==> src/rtl/commit_trace_fifo.sv <==
// Multi-lane retire trace FIFO with retire/cycle counters and end-of-sim / timeout detection.
// Optional macro COMMIT_TRACE_STORE_EN: retired stores are also enqueued as trace records.
module commit_trace_fifo #(
    parameter int          COMMIT_W  = 2,
    parameter int          DEPTH     = 16,
    parameter logic [31:0] END_ADDR  = 32'h0001_FFFC,
    parameter logic [31:0] END_CODE  = 32'hFFFF_FFFF,
    parameter int          MAX_CYCLE = 500000
) (
    input  logic                   clk,
    input  logic                   rst,
    input  logic [COMMIT_W-1:0]    commit_valid,
    input  logic [32*COMMIT_W-1:0] commit_pc,
    input  logic [32*COMMIT_W-1:0] commit_inst,
    input  logic [6*COMMIT_W-1:0]  commit_ard,
    input  logic [32*COMMIT_W-1:0] commit_data,
    input  logic                   st_commit,
    input  logic [31:0]            st_addr,
    input  logic [31:0]            st_data,
    output logic                   trace_valid,
    input  logic                   trace_ready,
    output logic [31:0]            trace_pc,
    output logic [31:0]            trace_inst,
    output logic [31:0]            trace_data,
    output logic [5:0]             trace_ard,
    output logic                   trace_is_store,
    output logic [$clog2(DEPTH):0] fifo_count,
    output logic                   overflow,
    output logic [15:0]            drop_count,
    output logic [63:0]            retired_count,
    output logic [63:0]            total_cycle,
    output logic                   sim_done,
    output logic                   sim_timeout
);
    localparam int PW = $clog2(DEPTH);
    localparam int CW = PW + 1;
    localparam logic [CW-1:0] DEPTH_C    = CW'(DEPTH);
    localparam logic [63:0]   LAST_CYCLE = 64'(MAX_CYCLE - 1);

    localparam logic [1:0] ST_RUN     = 2'd0;
    localparam logic [1:0] ST_DRAIN   = 2'd1;
    localparam logic [1:0] ST_DONE    = 2'd2;
    localparam logic [1:0] ST_TIMEOUT = 2'd3;

    function automatic logic [15:0] sat_add16(input logic [15:0] a, input logic [CW-1:0] b);
        logic [16:0] s;
        s = {1'b0, a} + 17'(b);
        return s[16] ? 16'hFFFF : s[15:0];
    endfunction

    logic [31:0] pc_mem   [DEPTH];
    logic [31:0] inst_mem [DEPTH];
    logic [31:0] data_mem [DEPTH];
    logic [5:0]  ard_mem  [DEPTH];

    logic [1:0]    state_q, state_d;
    logic [PW-1:0] wr_ptr_q, wr_ptr_d, rd_ptr_q, rd_ptr_d;
    logic [CW-1:0] count_q, count_d;
    logic          ovf_q, ovf_d, done_q, done_d, tmo_q, tmo_d;
    logic [15:0]   drop_q, drop_d;
    logic [63:0]   retired_q, retired_d, cycle_q, cycle_d;

    logic [PW-1:0] lane_slot [COMMIT_W];
    logic [CW-1:0] n_lanes, n_push;
    logic          end_hit, fits, do_push, do_drop, do_pop;

    // Sparse lanes are compacted: each valid lane lands after all older valid lanes.
    always_comb begin
        n_lanes = '0;
        for (int i = 0; i < COMMIT_W; i++) begin
            lane_slot[i] = wr_ptr_q + PW'(n_lanes);
            n_lanes      = n_lanes + CW'(commit_valid[i]);
        end
    end

`ifdef COMMIT_TRACE_STORE_EN
    logic st_mem [DEPTH];
    assign n_push         = n_lanes + CW'(st_commit);
    assign trace_is_store = st_mem[rd_ptr_q];
`else
    assign n_push         = n_lanes;
    assign trace_is_store = 1'b0;
`endif

    assign end_hit = st_commit && (st_addr == END_ADDR) && (st_data == END_CODE);
    assign do_pop  = (count_q != '0) && trace_ready;
    // Space is judged on start-of-cycle occupancy; a simultaneous pop earns no credit.
    assign fits    = n_push <= (DEPTH_C - count_q);
    assign do_push = (state_q == ST_RUN) && (n_push != '0) && fits;
    assign do_drop = (state_q == ST_RUN) && (n_push != '0) && !fits;

    always_comb begin
        state_d   = state_q;
        done_d    = done_q;
        tmo_d     = tmo_q;
        wr_ptr_d  = do_push ? wr_ptr_q + PW'(n_push) : wr_ptr_q;
        rd_ptr_d  = rd_ptr_q + PW'(do_pop);
        count_d   = count_q + (do_push ? n_push : '0) - CW'(do_pop);
        retired_d = retired_q + (do_push ? 64'(n_lanes) : 64'd0);
        ovf_d     = ovf_q | do_drop;
        drop_d    = do_drop ? sat_add16(drop_q, n_push) : drop_q;
        cycle_d   = cycle_q + 64'd1;
        case (state_q)
            ST_RUN: begin
                if (end_hit) begin
                    state_d = ST_DRAIN;
                end else if (cycle_q == LAST_CYCLE) begin
                    state_d = ST_TIMEOUT;
                    tmo_d   = 1'b1;
                end
            end
            ST_DRAIN: begin
                if (count_q == '0) begin
                    state_d = ST_DONE;
                    done_d  = 1'b1;
                end
            end
            default: ;
        endcase
    end

    always_ff @(posedge clk or posedge rst) begin
        if (rst) begin
            state_q   <= ST_RUN;
            wr_ptr_q  <= '0;
            rd_ptr_q  <= '0;
            count_q   <= '0;
            ovf_q     <= 1'b0;
            drop_q    <= '0;
            retired_q <= '0;
            cycle_q   <= '0;
            done_q    <= 1'b0;
            tmo_q     <= 1'b0;
        end else begin
            state_q   <= state_d;
            wr_ptr_q  <= wr_ptr_d;
            rd_ptr_q  <= rd_ptr_d;
            count_q   <= count_d;
            ovf_q     <= ovf_d;
            drop_q    <= drop_d;
            retired_q <= retired_d;
            cycle_q   <= cycle_d;
            done_q    <= done_d;
            tmo_q     <= tmo_d;
        end
    end

    // Storage carries no reset; occupancy alone decides what is live.
    always_ff @(posedge clk) begin
        if (do_push) begin
            for (int i = 0; i < COMMIT_W; i++) begin
                if (commit_valid[i]) begin
                    pc_mem[lane_slot[i]]   <= commit_pc[32*i +: 32];
                    inst_mem[lane_slot[i]] <= commit_inst[32*i +: 32];
                    data_mem[lane_slot[i]] <= commit_data[32*i +: 32];
                    ard_mem[lane_slot[i]]  <= commit_ard[6*i +: 6];
`ifdef COMMIT_TRACE_STORE_EN
                    st_mem[lane_slot[i]]   <= 1'b0;
`endif
                end
            end
`ifdef COMMIT_TRACE_STORE_EN
            if (st_commit) begin
                pc_mem[wr_ptr_q + PW'(n_lanes)]   <= st_addr;
                inst_mem[wr_ptr_q + PW'(n_lanes)] <= 32'd0;
                data_mem[wr_ptr_q + PW'(n_lanes)] <= st_data;
                ard_mem[wr_ptr_q + PW'(n_lanes)]  <= 6'd0;
                st_mem[wr_ptr_q + PW'(n_lanes)]   <= 1'b1;
            end
`endif
        end
    end

    assign trace_valid   = (count_q != '0);
    assign trace_pc      = pc_mem[rd_ptr_q];
    assign trace_inst    = inst_mem[rd_ptr_q];
    assign trace_data    = data_mem[rd_ptr_q];
    assign trace_ard     = ard_mem[rd_ptr_q];
    assign fifo_count    = count_q;
    assign overflow      = ovf_q;
    assign drop_count    = drop_q;
    assign retired_count = retired_q;
    assign total_cycle   = cycle_q;
    assign sim_done      = done_q;
    assign sim_timeout   = tmo_q;

endmodule

==> config.mk <==
export PLATFORM = sky130hd
export DESIGN_NAME = commit_trace_fifo
export DESIGN_NICKNAME = d
export VERILOG_FILES = /design/src/rtl/commit_trace_fifo.sv
export SDC_FILE = /design/constraint.sdc
export NUM_CORES = 2
export LEC_CHECK = 0
export BUFFER_PORTS_ARGS = -buffer_cell sky130_fd_sc_hd__buf_2
export CORE_AREA = 2 2 454 456
export DETAILED_ROUTE_END_ITERATION = 8
export DIE_AREA = 0 0 456 458
export PLACE_DENSITY_LB_ADDON = 0.15
export SYNTH_ARGS = -nofsm -noshare
export SYNTH_HDL_FRONTEND = slang
export SYNTH_SLANG_ARGS = --single-unit
==> constraint.sdc <==
create_clock -name clk -period 21.2 [get_ports clk]
set_input_delay 5.3 -clock clk [delete_from_list [all_inputs] [get_ports clk]]
set_output_delay 5.3 -clock clk [all_outputs]
set_load 0.02 [all_outputs]
==> results.cfg <==
[floorplan]
die_w_um = 456
die_height_um = 458
initial_core_util_pct = 44.9
rows = 166
io_pins = 530
die_footprint_um2 = 209000
core_area_um2 = 204000

[yosys]
yosysSeqAreaShare_pct = 58.0
synth_cell_types = 71
synth.cell_area_um2 = 91500
postSynth.asyncResetShare_pct = 9.03
synth_ff_type = edfxtp_1
synth_area_per_cell_um2 = 15.5
synthTopCellsByArea = edfxtp_1 54%, mux2_2 21%, mux4_2 5.0%
synthDominantAreaCellType = edfxtp_1
yosysWarnings = 0
synth_edf_count = 1632
synth_seq_cells = 1794
synth_largest_type_area_fraction_pct = 53.6
synth_nets = 6190
synthCells = 5888

[critical_path]
critical_path_start_end_classification = register to output pin
critical_path_peak_fanout = 55
worst-endpoint-arrival_ns = 5.93
cp_cell_sequence = buf_4 -> buf_4 -> buf_4 -> mux2_2 -> o21ai_0 -> a21oi_1 -> a22oi_1 -> nand2_1 -> buf_2
critical_path.reg2reg.startpoint = fifo_count[0]
timing.critical_path.max_delay_family = buffers and inverters
rr_worst_depth = 12
end_kind = output pin
setup.worst_path.start = rd_ptr_q[0]
crit-reg2reg-capture = pc_mem[0][19]
critPathRequiredTime_ns = 15.90
cp_slowest_cell = dfrtp_4
worst_path_most_repeated_cell = buf_4
internal_reg_to_reg_setup_slack_ns = 15.36
crit_buf_inv = 4
critPathMaxStageDelay_ns = 0.99
cp.depth = 9
critical_path.startpoint_type = register
critPathCapture = trace_pc[18]

[final_layout]
synthToLayoutAreaGrowth_pct = 11.3
final_nets = 6446
drive_gt1_share_pct = 45.3

[global_routing]
grt.met3_usage_pct = 4.08
grt_pass1_vias = 56600
total_routing_resource_utilization_after_global_routing_pct = 26.8
grt_remaining_overflow = 0
met1_usage_pct = 37.6
grt_busiest_layer = met2
grt_antenna_before_repair = 74
grt.met2_usage_pct = 43.5
pin_count_of_the_biggest_net_entering_global_routing = 105
grt_first_pass_wirelength_um = 412000

[sta]
fin_worst_skew_ns = 0.0344
report.final.setup_viol = 0
final_period_minus_worst_setup_slack_ns = 11.23
number_of_max_slew_violations_in_the_final_report = 0
setup_total_negative_slack_ns = 0
fin_crit_sh_pct = 53.0
pin_slew_with_the_least_headroom_to_its_limit_ns = 1.18
clock.fmax_ghz = 0.0891
rsz0062_at_grt = no
slew_headroom_pct = 21.5
timing.final.hold_violations = 0

[clock_network]
clock-sinks = 1794
tritoncts_clock_tree = built
postCtsSetupRepairBufs = 0
clkSlewWorstSetupHoldPaths_ns = 0.06
htree_num_levels = 4
clockRootBuffer = clkbuf_16
holdBufCountCts = 0
cts_bufs_inserted = 200
insertion_delay_ns = 0.84
clock_path_buffers = 3
cts-resized-gates = 0

[power]
ir_drop_mv = 0.0840
total_power_mw = 10.4
cellPowerDensity_nw_per_um2 = 102
leakage_nw = 36.0

[route]
antenna_left = 0
drt-total-wl_um = 284000
drt-initial-drc-count = 5540
detail_route.drc_violations = 0
routed_via_density = 6.15
num_vias = 55400
drt-wirelength-per-cell_um = 31.5
detailedRoute.firstPassIterationCount = 6

[outcome]
result_of_the_run = completed

[run]
cap_violations = 0

[min_path]
worst_hold_path_type = register to register

[placed_design]
dp_hpwl_um = 149000
gp_congestion = 0.822
io_buffer_count = 528
synthesized netlist by cell type, types with 68 or more instances:
cell type     n
nand3_1      68
buf_6        89
a22oi_1     102
o21ai_0     214
buf_2        94
xnor2_1      73
nand2_1     166
edfxtp_1   1632
a221oi_1    102
dfrtp_1     162
mux4_2      204
mux2_2     1670
clkbuf_1    315
mux2i_1     306
a21oi_1     111
layer usage:
layer | up-vias | part of all wire [%]
met1 | 29500 | 44
met4 | 18 | 2.5
li1 | 23700 | -
met2 | 1820 | 48
met3 | 451 | 5.6
met5 | - | 0.043
cell type report:
| type | count | area (µm²) |
|---|---|---|
| Timing Repair Buffer | 618 | 3440 |
| Antenna cell | 21 | 52.6 |
| Multi-Input combinational cell | 3487 | 35600 |
| Fill cell | 17400 | 102000 |
| Tap cell | 2688 | 3360 |
| Inverter | 43 | 166 |
| Sequential cell | 1794 | 53100 |
| Clock buffer | 283 | 5560 |
| Clock inverter | 84 | 544 |
sequential cells by signal (all words and copies together) (netlist names):
| register | cells |
|---|---|
| data_mem | 512 |
| inst_mem | 512 |
| pc_mem | 512 |
| ard_mem | 96 |
| retired_count | 64 |
| total_cycle | 64 |
| drop_count | 16 |
| fifo_count | 5 |
| rd_ptr_q | 4 |
| wr_ptr_q | 4 |
| state_q | 2 |
| overflow | 1 |
| sim_done | 1 |
| sim_timeout | 1 |
stage by stage:
step	cell area, µm²	cells	util (%)	hold WS (ns)	worst slack, ns
global route	102000	9012	49.9	0.485	9.64
finish	102000	9018	50.0	0.472	9.97
detailed placement	95600	8630	46.9	0.452	10.29
floorplan	91500	5888	-	0.473	6.09
global placement	95600	8630	46.9	0.452	10.31
CTS	102000	8997	49.9	0.472	9.83
power by group:
group          internal [mW]  switching, mW
logic                   1.16           1.98
clock network           1.87           1.45
registers               3.87         0.0946
total                   6.90           3.53
worst min-delay path by stage:
| stage | startpoint | to | slack, ns | cells past startpoint |
|---|---|---|---|---|
| after detailed placement | retired_count[63] | retired_count[63] | 0.45 | 1 |
| after CTS | retired_count[63] | retired_count[63] | 0.47 | 1 |
| after global placement | retired_count[63] | retired_count[63] | 0.45 | 1 |
| after floorplan | rd_ptr_q[0] | rd_ptr_q[0] | 0.47 | 1 |
| after global routing | sim_done | sim_done | 0.48 | 1 |
| final | retired_count[63] | retired_count[63] | 0.47 | 1 |
logic make-up (layout without fill, tap and decap cells):
group / Yosys count / in the layout / share of synthesized area (%)
DFF: 1794 / 1794 / 58.0
muxes: 2247 / 2247 / 29.9
AOI/OAI and AO/OA: 569 / 569 / 3.94
and+or+nand+nor: 502 / 502 / 2.86
xor gates and xnor gates: 140 / 140 / 1.36
buffers and inverters: 607 / 1028 / 3.49
other: 1 / 22 / 0.00410
adders and majority gates: 28 / 28 / 0.416
cells in the final DEF (no fill, tap or decap), types with 6 or more instances in the layout:
cell type,synthesis,layout
a21oi_1,111,111
a221oi_1,102,102
a22oi_1,102,102
and3_1,14,14
and4_1,13,11
buf_12,0,10
buf_2,94,528
buf_4,35,80
clkbuf_1,315,67
clkbuf_16,0,207
clkbuf_8,0,9
clkinv_1,0,49
clkinv_2,0,22
dfrtp_1,162,158
diode_2,0,21
edfxtp_1,1632,1632
ha_1,24,24
inv_1,41,40
inv_6,0,6
mux2_1,23,23
mux2_2,1670,1670
mux2_4,44,44
mux2i_1,306,306
mux4_2,204,204
nand2_1,166,165
nand3_1,68,65
nand3_4,0,14
nand4_1,57,57
nor2_1,65,65
nor3_1,31,31
nor4_1,22,22
o21ai_0,214,209
o31ai_4,0,7
or2_2,7,7
xnor2_1,73,73
xor2_1,65,65
Power figures use the tool's default switching activity.
